### src/rtl/branch_mask_allocator_pkg.sv
// Shared types and constants for the branch-mask allocator and its consumers
// (dispatch, reservation stations, ROB flush logic).
package branch_mask_allocator_pkg;

  localparam int B_MASK_WIDTH   = 4;
  localparam int DISPATCH_WIDTH = 2;
  localparam int BMASK_FREE_CNT = $clog2(B_MASK_WIDTH + 1);
  localparam int BMASK_PERF_W   = 32;

  typedef logic [B_MASK_WIDTH-1:0] B_MASK;

  // What a dispatch slot receives when it asks for a branch tag.
  typedef struct packed {
    logic  valid;
    B_MASK bmm;
    B_MASK dep_mask;
  } BMASK_GRANT_PACKET;

endpackage

### src/rtl/bmask_free_picker.sv
// Finds the lowest NUM_PICKS set bits of free_bits, lowest index first.
// pick_onehot[j] is the j-th free bit (one-hot), pick_found[j] says it exists.
module bmask_free_picker #(
  parameter int NUM_BITS  = 4,
  parameter int NUM_PICKS = 2
) (
  input  logic [NUM_BITS-1:0]                 free_bits,
  output logic [NUM_PICKS-1:0][NUM_BITS-1:0]  pick_onehot,
  output logic [NUM_PICKS-1:0]                pick_found
);

  logic [NUM_BITS-1:0] remaining;

  // successive lowest-set-bit extraction, each pick removed before the next
  always_comb begin
    remaining   = free_bits;
    pick_onehot = '0;
    pick_found  = '0;
    for (int j = 0; j < NUM_PICKS; j++) begin
      for (int i = 0; i < NUM_BITS; i++) begin
        if (remaining[i] && !pick_found[j]) begin
          pick_onehot[j][i] = 1'b1;
          pick_found[j]     = 1'b1;
        end
      end
      remaining = remaining & ~pick_onehot[j];
    end
  end

endmodule

### src/rtl/branch_mask_allocator.sv
// Branch-mask allocator: hands out branch-stack bits in order at dispatch,
// tracks each outstanding branch's dependency mask, frees bits on correct
// resolve and squashes the mispredicted bit plus all dependents on mispredict.
// Optional macro BMASK_ALLOC_PERF_EN adds saturating stall/squash counters.
module branch_mask_allocator #(
  parameter int B_MASK_WIDTH   = branch_mask_allocator_pkg::B_MASK_WIDTH,
  parameter int DISPATCH_WIDTH = branch_mask_allocator_pkg::DISPATCH_WIDTH
) (
  input  logic                                         clock,
  input  logic                                         reset,
  input  logic [DISPATCH_WIDTH-1:0]                    dispatch_req,
  output logic [DISPATCH_WIDTH-1:0]                    dispatch_grant,
  output logic [DISPATCH_WIDTH-1:0][B_MASK_WIDTH-1:0]  grant_bmm,
  output logic [DISPATCH_WIDTH-1:0][B_MASK_WIDTH-1:0]  grant_dep_mask,
  output logic [B_MASK_WIDTH-1:0]                      b_mask_out,
  input  logic                                         resolve_valid,
  input  logic [B_MASK_WIDTH-1:0]                      resolve_bmm,
  input  logic                                         resolve_mispred,
  output logic [B_MASK_WIDTH-1:0]                      squash_mask,
  output logic [$clog2(B_MASK_WIDTH+1)-1:0]            free_count,
  output logic                                         stall
`ifdef BMASK_ALLOC_PERF_EN
  ,
  output logic [31:0]                                  perf_stall_cycles,
  output logic [31:0]                                  perf_squash_count
`endif
);

  import branch_mask_allocator_pkg::*;

  localparam int FREE_W = $clog2(B_MASK_WIDTH + 1);
  localparam int SLOT_W = (DISPATCH_WIDTH > 1) ? $clog2(DISPATCH_WIDTH) : 1;

  logic [B_MASK_WIDTH-1:0] live_q;
  logic [B_MASK_WIDTH-1:0] dep_q    [B_MASK_WIDTH];
  logic [B_MASK_WIDTH-1:0] dep_next [B_MASK_WIDTH];
  logic [FREE_W-1:0]       free_count_q;
  logic [FREE_W-1:0]       free_next;
  logic [FREE_W-1:0]       live_cnt;
  logic [B_MASK_WIDTH-1:0] live_next;

  logic [DISPATCH_WIDTH-1:0][B_MASK_WIDTH-1:0] pick_onehot;
  logic [DISPATCH_WIDTH-1:0]                   pick_found;

  logic                    resolve_onehot;
  logic                    resolve_hit;
  logic                    mispred_hit;
  logic [B_MASK_WIDTH-1:0] correct_clr;
  logic [B_MASK_WIDTH-1:0] clr_mask;
  logic [B_MASK_WIDTH-1:0] grant_acc;
  logic [B_MASK_WIDTH-1:0] granted_bits;
  logic [SLOT_W-1:0]       pick_idx;
  logic                    slot_blocked;

  // Bits freed by a correct resolve this cycle are still live here, so they
  // cannot be handed out until the following cycle.
  bmask_free_picker #(
    .NUM_BITS  (B_MASK_WIDTH),
    .NUM_PICKS (DISPATCH_WIDTH)
  ) u_free_picker (
    .free_bits   (~live_q),
    .pick_onehot (pick_onehot),
    .pick_found  (pick_found)
  );

  // Resolve qualification: a non-one-hot or non-live resolve is ignored.
  always_comb begin
    resolve_onehot = (resolve_bmm != '0) &&
                     ((resolve_bmm & (resolve_bmm - 1'b1)) == '0);
    resolve_hit    = resolve_valid && resolve_onehot && ((resolve_bmm & live_q) != '0);
    mispred_hit    = resolve_hit && resolve_mispred;
    correct_clr    = (resolve_hit && !resolve_mispred) ? resolve_bmm : '0;
  end

  // Squash set: the mispredicted bit plus every live entry that depends on it.
  always_comb begin
    squash_mask = '0;
    if (mispred_hit) begin
      squash_mask = resolve_bmm;
      for (int i = 0; i < B_MASK_WIDTH; i++) begin
        if (live_q[i] && ((dep_q[i] & resolve_bmm) != '0)) squash_mask[i] = 1'b1;
      end
    end
  end

  // In-order slot grant: a refused requesting slot blocks every younger slot.
  always_comb begin
    dispatch_grant = '0;
    grant_bmm      = '0;
    grant_dep_mask = '0;
    grant_acc      = live_q & ~correct_clr;
    pick_idx       = '0;
    slot_blocked   = 1'b0;
    for (int k = 0; k < DISPATCH_WIDTH; k++) begin
      grant_dep_mask[k] = grant_acc;
      if (dispatch_req[k]) begin
        if (!slot_blocked && reset && !mispred_hit && pick_found[pick_idx]) begin
          dispatch_grant[k] = 1'b1;
          grant_bmm[k]      = pick_onehot[pick_idx];
          grant_acc         = grant_acc | pick_onehot[pick_idx];
          pick_idx          = pick_idx + 1'b1;
        end else begin
          slot_blocked = 1'b1;
        end
      end
    end
  end

  // Next live set, dependency rows and free count.
  always_comb begin
    clr_mask     = correct_clr | squash_mask;
    granted_bits = '0;
    for (int k = 0; k < DISPATCH_WIDTH; k++) granted_bits = granted_bits | grant_bmm[k];
    live_next = (live_q & ~clr_mask) | granted_bits;
    for (int i = 0; i < B_MASK_WIDTH; i++) begin
      dep_next[i] = clr_mask[i] ? '0 : (dep_q[i] & ~clr_mask);
      for (int k = 0; k < DISPATCH_WIDTH; k++) begin
        if (grant_bmm[k][i]) dep_next[i] = grant_dep_mask[k];
      end
    end
    live_cnt = '0;
    for (int i = 0; i < B_MASK_WIDTH; i++) live_cnt = live_cnt + FREE_W'(live_next[i]);
    free_next = FREE_W'(B_MASK_WIDTH) - live_cnt;
  end

  // Allocator state registers.
  always_ff @(posedge clock or negedge reset) begin
    if (!reset) begin
      live_q       <= '0;
      free_count_q <= FREE_W'(B_MASK_WIDTH);
      for (int i = 0; i < B_MASK_WIDTH; i++) dep_q[i] <= '0;
    end else begin
      live_q       <= live_next;
      free_count_q <= free_next;
      for (int i = 0; i < B_MASK_WIDTH; i++) dep_q[i] <= dep_next[i];
    end
  end

  assign b_mask_out = live_q;
  assign free_count = free_count_q;
  assign stall      = |(dispatch_req & ~dispatch_grant);

`ifdef BMASK_ALLOC_PERF_EN
  // Saturating stall-cycle and mispredict counters.
  always_ff @(posedge clock or negedge reset) begin
    if (!reset) begin
      perf_stall_cycles <= '0;
      perf_squash_count <= '0;
    end else begin
      if (stall && (perf_stall_cycles != {BMASK_PERF_W{1'b1}}))
        perf_stall_cycles <= perf_stall_cycles + 1'b1;
      if (mispred_hit && (perf_squash_count != {BMASK_PERF_W{1'b1}}))
        perf_squash_count <= perf_squash_count + 1'b1;
    end
  end
`endif

endmodule

### config.mk
export PLATFORM = sky130hd
export DESIGN_NAME = branch_mask_allocator
export DESIGN_NICKNAME = d
export VERILOG_FILES = /design/src/rtl/branch_mask_allocator_pkg.sv /design/src/rtl/bmask_free_picker.sv /design/src/rtl/branch_mask_allocator.sv
export SDC_FILE = /design/constraint.sdc
export NUM_CORES = 1
export LEC_CHECK = 0
export ABC_AREA = 1
export CAP_MARGIN = 5
export CORE_MARGIN = 3
export CORE_UTILIZATION = 35
export CTS_BUF_LIST = sky130_fd_sc_hd__clkbuf_8
export DETAILED_ROUTE_END_ITERATION = 16
export GPL_TIMING_DRIVEN = 0
export SLEW_MARGIN = 20
export SYNTH_ARGS = -nofsm -noshare
export SYNTH_HDL_FRONTEND = slang
export SYNTH_SLANG_ARGS = --single-unit
export TNS_END_PERCENT = 1
### constraint.sdc
create_clock -name clock -period 4 [get_ports clock]
set_input_delay 0.8 -clock clock [delete_from_list [all_inputs] [get_ports clock]]
set_output_delay 0.8 -clock clock [all_outputs]
set_load 0.005 [all_outputs]
======== After elaboration in Yosys (flattened, before gate mapping) ========
Cells that the tools add are included.
word-level totals
  register bits after elaboration ......... 23
  input bits .............................. 10
  output and inout port bits .............. 30
  logic and storage cells ................. 120
operators by class
  $add $sub $neg .......................... 5
  order comparisons ....................... 1
  muxes and demuxes ....................... 48
  bitwise gates (word level) .............. 23
  reduce and logical (&&, ||, !) cells .... 37
operator list
  operator                                                     number
  two-way mux 4 bit                                            22
  bitwise AND 4 bit                                            13
  two-way mux 1 bit                                            26
  nonzero test 4 bit                                           6
  logical AND 1 bit                                            20
  NOT 4 bit                                                    4
  bitwise OR 4 bit                                             4
  logical NOT 1 bit                                            9
  logical NOT 4 bit                                            1
  subtractor 4 x 1 -> 4 bit (second input constant)            1
  adder 2 x 1 -> 3 bit                                         1
  adder 3 x 1 -> 3 bit                                         1
  subtractor 3 bit (first input constant)                      1
  adder 1 x 1 -> 2 bit                                         1
  bitwise AND 2 bit                                            1
  less-than comparator 1 x 2 -> 1 bit (second input constant)  1
  NOT 2 bit                                                    1
  OR reduction 2 bit                                           1

======== Logic depth before layout (Yosys ltp) ========
Gate-level depths: netlist of the first run.
  word-level depth ........................ 34
  depth in mapped cells ................... 16
  mapped depth without buffers ............ 15

======== By module ========
A second synthesis of the first run with hierarchy kept.
unflattened totals
  cell total of the unflattened synthesis .. 267
  area, all modules ....................... 1795.5 um^2
modules (own cells, without submodules)
  module                 instances  cells each  area an instance (um^2)  sequential area each (um^2)
  branch_mask_allocator  1          245         1691.6                   476.7
  bmask_free_picker      1          22          103.8                    0.0

======== Worst setup path before layout of the first run ========
No wires, ideal clock.
  path type ............................... in2reg
  start point ............................. input port resolve_bmm[1]
  end point ............................... register free_count_q[1] (netlist: free_count[1])
  setup time .............................. 0.126 ns
  arrival ................................. 2.898 ns
  data required time ...................... 3.874 ns
  slack ................................... 0.976 ns
  stages .................................. 15
  path buffers ............................ 1
  cell sequence ........................... buf_4 -> nor2_2 -> nand2_1 -> nand2_2 -> nor2_8 -> nand3_4 -> nand3_2 -> nor2_4 -> nand2_2 -> nand3_2 -> nand3_1 -> fa_1 -> inv_1 -> ha_1 -> ha_1
on the way
  elaborated cells between the ends (all ways) .. 57
  those cells by class .................... add/sub (5); mux (18); bitwise (11); reduce/logical (23)
RTL lines
  item                       RTL line                      text
  start: declaration         branch_mask_allocator.sv:17   input logic [B_MASK_WIDTH-1:0] resolve_bmm,
  subtractor 4 x 1 -> 4 bit  branch_mask_allocator.sv:69   ((resolve_bmm & (resolve_bmm - 1'b1)) == '0);
  bitwise AND 4 bit          branch_mask_allocator.sv:69
  logical NOT 4 bit          branch_mask_allocator.sv:69
  logical AND 1 bit          branch_mask_allocator.sv:68   resolve_onehot = (resolve_bmm != '0) &&
  logical AND 1 bit          branch_mask_allocator.sv:70   resolve_hit = resolve_valid && resolve_onehot && ((resolve_bmm & live_q) != '0);
  logical AND 1 bit *        branch_mask_allocator.sv:70
  logical AND 1 bit *        branch_mask_allocator.sv:71   mispred_hit = resolve_hit && resolve_mispred;
  logical NOT 1 bit *        branch_mask_allocator.sv:97   if (!slot_blocked && reset && !mispred_hit && pick_found[pick_idx]) begin
  [4 not listed]             --
  net dispatch_grant[0]      branch_mask_allocator.sv:12   output logic [DISPATCH_WIDTH-1:0] dispatch_grant,
  [5 not listed]             --
  bitwise OR 4 bit *         branch_mask_allocator.sv:113  for (int k = 0; k < DISPATCH_WIDTH; k++) granted_bits = granted_bits | grant_bmm[k];
  bitwise OR 4 bit *         branch_mask_allocator.sv:114  live_next = (live_q & ~clr_mask) | granted_bits;
  net live_next[1]           branch_mask_allocator.sv:40   logic [B_MASK_WIDTH-1:0] live_next;
  adder 1 x 1 -> 2 bit *     branch_mask_allocator.sv:122  for (int i = 0; i < B_MASK_WIDTH; i++) live_cnt = live_cnt + FREE_W'(live_next[i]);
  adder 2 x 1 -> 3 bit *     branch_mask_allocator.sv:122
  adder 3 x 1 -> 3 bit *     branch_mask_allocator.sv:122
  subtractor 3 bit *         branch_mask_allocator.sv:123  free_next = FREE_W'(B_MASK_WIDTH) - live_cnt;
  net free_next[1]           branch_mask_allocator.sv:38   logic [FREE_W-1:0] free_next;
  end signal: assignment     branch_mask_allocator.sv:130  free_count_q <= FREE_W'(B_MASK_WIDTH);
  end signal: assignment     branch_mask_allocator.sv:134  free_count_q <= free_next;
  end: declaration           branch_mask_allocator.sv:37   logic [FREE_W-1:0] free_count_q;
The timed path passes the listed nets; every way through them passes the cells marked *. The select of a mux whose other input is x is not followed.

==> reports/qor.csv, run 1 <==
metric,value,unit
clock skew,0.00910,ns
IO Count,40,
run status,"complete, no violations",
final core utilization,48.2,%
Yosys top cell area share,26.0,%
Max Buffers Root-to-Sink,2,
"Net Count, Synth",285,
Worst Setup SP,resolve_valid,
port bufs,34,
largest cells by area after synthesis,"dfrtp_1 26%, nand2_1 22%, nand3_1 9.2%",
H-tree levels,1,
Die W,76.4,um
Placer Congestion,0.899,
vias per inst,4.64,
class of the worst hold path,in -> async,
PostCTS Resize Cnt,0,
Setup crit end kind,primary output,
"flops & latches, synth",19,
final non-filler cell total,375,
crit path cell chain,"clkdlybuf4s50_1, nand3_2, nor2_8, nand3_4, nand3_2, nor2_4, nand2_2, nand3_2, inv_1, clkdlybuf4s50_1",
largest net degree at the start of global routing,27,
Detail Placement HPWL,3890,um
VDD IR max,0.000300,V
Avg Synthesized Cell Area,6.37,um^2
fin area,2200,um^2
n_diodes,0,
worst path bufs/invs,3,
Root Driver,clkbuf_8,
Post-CTS Repair Setup Buffers,0,
FF-to-FF setup slack,1.09,ns
Iter 0 DRT Violations,85,
PwrDens,610,nW/um^2
Post-Syn Area,1730,um^2
Tightest Pin Transition,0.612,ns
LEAKAGE,1.22,nW
die height,76.4,um
Clock Pin Slew Worst Setup and Hold Paths,0.08,ns
fin nets,324,
vias in the first global route,1652,
ratio of cells with drive above 1 in the final layout,16.8,%
r2r endpoint,free_count[1]$_DFF_PN0_,
clock sinks,19,
CTS buffer count,3,
RSZ-0062 raised after global routing,no,
yosys warns,0,
slowest CP cell,clkdlybuf4s50_1,
Post-Synth XOR/XNOR Area,0,%
Fin. Hold Viols,0,
Clock Latency Late Sink,0.26,ns
final WL,4780,um
area occupied by multi-input gates,1020,um^2
CP Class,in -> out,
post-synthesis mux area share,0,%
CP most frequent cell,nand3_2,
FF/Latch Area,477,um^2
ys async rst share,100,%
CP required,3.20,ns
Setup Viol. Count Final,0,
main combinational cell family by area after synthesis,simple AND/OR/NAND/NOR gates,
reg2reg start,b_mask_out[2]$_DFF_PN0_,
f_max,281,MHz
DR DRC count,0,
Synth area leader,dfrtp_1,
"delay-heaviest family, CP",buffers and inverters,
TritonCTS clock tree,yes,
worst hold margin,0.539,ns
Syn Inst Count,272,
number of synthesized flops with an enable pin,0,
maximum capacitance violations,0,
vias,1741,
Worst setup SP type,input pin,
crit path to,grant_bmm[5],
DRT Pass-1 Iters,5,
Antenna Nets Post-Route,0,
synth cell count leaders,"103 x nand2_1, 36 x inv_1, 32 x nand3_1, 21 x nor2_1, 18 x dfrtp_1",
Worst path depth,10,
Wirelength per Cell,12.8,um
post-place instance area,2150,um^2
Tcrit/Tclk final,89.1,%
Fin Setup TNS,0,ns
most common cell in the netlist,nand2_1,
post-cts hold buffer count,0,
global-route usage over all layers,16.8,%
"slowest stage delay, CP",0.49,ns
worst r2r path cells,13,
row cnt,24,
initial antenna violation count,0,
Fillers,494,
die area,5830,um^2
post-synthesis sequential area ratio,27.5,%
Rel. slew slack,59.2,%
"Max FO, Critical Path",9,
core area,4560,um^2
Synth cell types,25,
synthesis-to-layout area growth,26.9,%
starting density of the core,38.0,%
first-pass GRT wire length,8050,um
compound-cell area share of the yosys netlist,0.939,%
CP arrival,2.76,ns
Post-Synth Simple-Gate Area,55.6,%
dpl cells,371,
count of pins over their slew limit,0,
Synth Area in Adders,2.60,%
GRT overflow,0,
min Tclk post-route,3.56,ns
main flop type after synthesis,dfrtp_1,
[worst min path at each step]
stage,startpoint,endpoint
final,reset,free_count[1]$_DFF_PN0_
after detailed placement,dep_q[0]$_DFF_PN0_,dep_q[0]$_DFF_PN0_
after global placement,dep_q[2]$_DFF_PN0_,dep_q[2]$_DFF_PN0_
after floorplan,reset,b_mask_out[0]$_DFF_PN0_
after global routing,reset,b_mask_out[3]$_DFF_PN0_
after CTS,reset,free_count[0]$_DFF_PN0_
[cells by family after synthesis]
logic type	after synthesis
compound gates	2
fa+ha+maj	3
buf+inv	54
flops	19
simple gates	194
[final cells by class]
type	instances	share of cell area, %
Multi-Input combinational cell	199	46.6
Sequential cell	19	21.7
Timing Repair Buffer	34	15.3
Inverter	46	7.85
Tap cell	65	3.70
Buffer	8	2.68
Clock buffer	3	1.88
Clock inverter	1	0.341
[sequential cells by signal, summed over array words and instances (netlist names)]
register,flops
b_mask_out,4
dep_q,12
free_count,3
[worst register-to-register path: stages, from the launching register on]
cell and delay [ns]:
dfrtp_1 0.38, buf_2 0.20, nand2_2 0.11, nand4_4 0.18
nand3_4 0.21, nand4_4 0.16, nor2_1 0.24, inv_2 0.07
nand3_4 0.08, nand3_1 0.16, fa_1 0.55, inv_1 0.04
ha_1 0.17, ha_1 0.26
[cell usage in the layout (no fill, tap or decap), types with 2 or more instances in the layout]
| cell | instances |
|---|---|
| nand4_1 | 9 |
| nand4_2 | 3 |
| buf_4 | 3 |
| nand3_4 | 2 |
| nand2_1 | 103 |
| inv_1 | 36 |
| clkdlybuf4s50_1 | 33 |
| nor2_2 | 5 |
| ha_1 | 2 |
| nor2_1 | 21 |
| inv_2 | 10 |
| buf_6 | 2 |
| nand2_2 | 11 |
| nand3_1 | 32 |
| nand3_2 | 3 |
| nand4_4 | 2 |
| buf_2 | 3 |
| clkbuf_8 | 3 |
| dfrtp_1 | 18 |
[metrics by stage]
| stage | setup WS, ns | power, mW |
|---|---|---|
| 2_1_floorplan | 0.976 | 0.868 |
| 3_3_place_gp | -0.241 | 1.21 |
| 3_5_place_dp | 0.431 | 1.21 |
| 4_1_cts | 0.414 | 1.36 |
| 5_1_grt | 0.287 | 1.47 |
| 6_report | 0.435 | 1.34 |
[power breakdown]
group | leakage (nW) | total (mW) | internal (mW) | switching [mW]
logic | 0.964 | 0.857 | 0.364 | 0.493
clock network | 0.0217 | 0.138 | 0.0702 | 0.0679
registers | 0.231 | 0.346 | 0.283 | 0.0625
[routing by layer]
metal | vias to the layer above | GRT usage (%) | routed length [um]
met5 | - | 0 | 0
met4 | 0 | 3.99 | 43
met3 | 4 | 2.36 | 228
met2 | 53 | 29.3 | 2300
li1 | 921 | - | -
met1 | 763 | 21.8 | 2210
Power figures use the tool's default switching activity.
==> run 2: changes to the inputs <==
ABC_CLOCK_PERIOD_IN_PS = 4000   (was not set)
CAP_MARGIN = not set   (was 5)
==> results of run 2 <==
Final layout, timing and power as in run 1 (identical DEF).
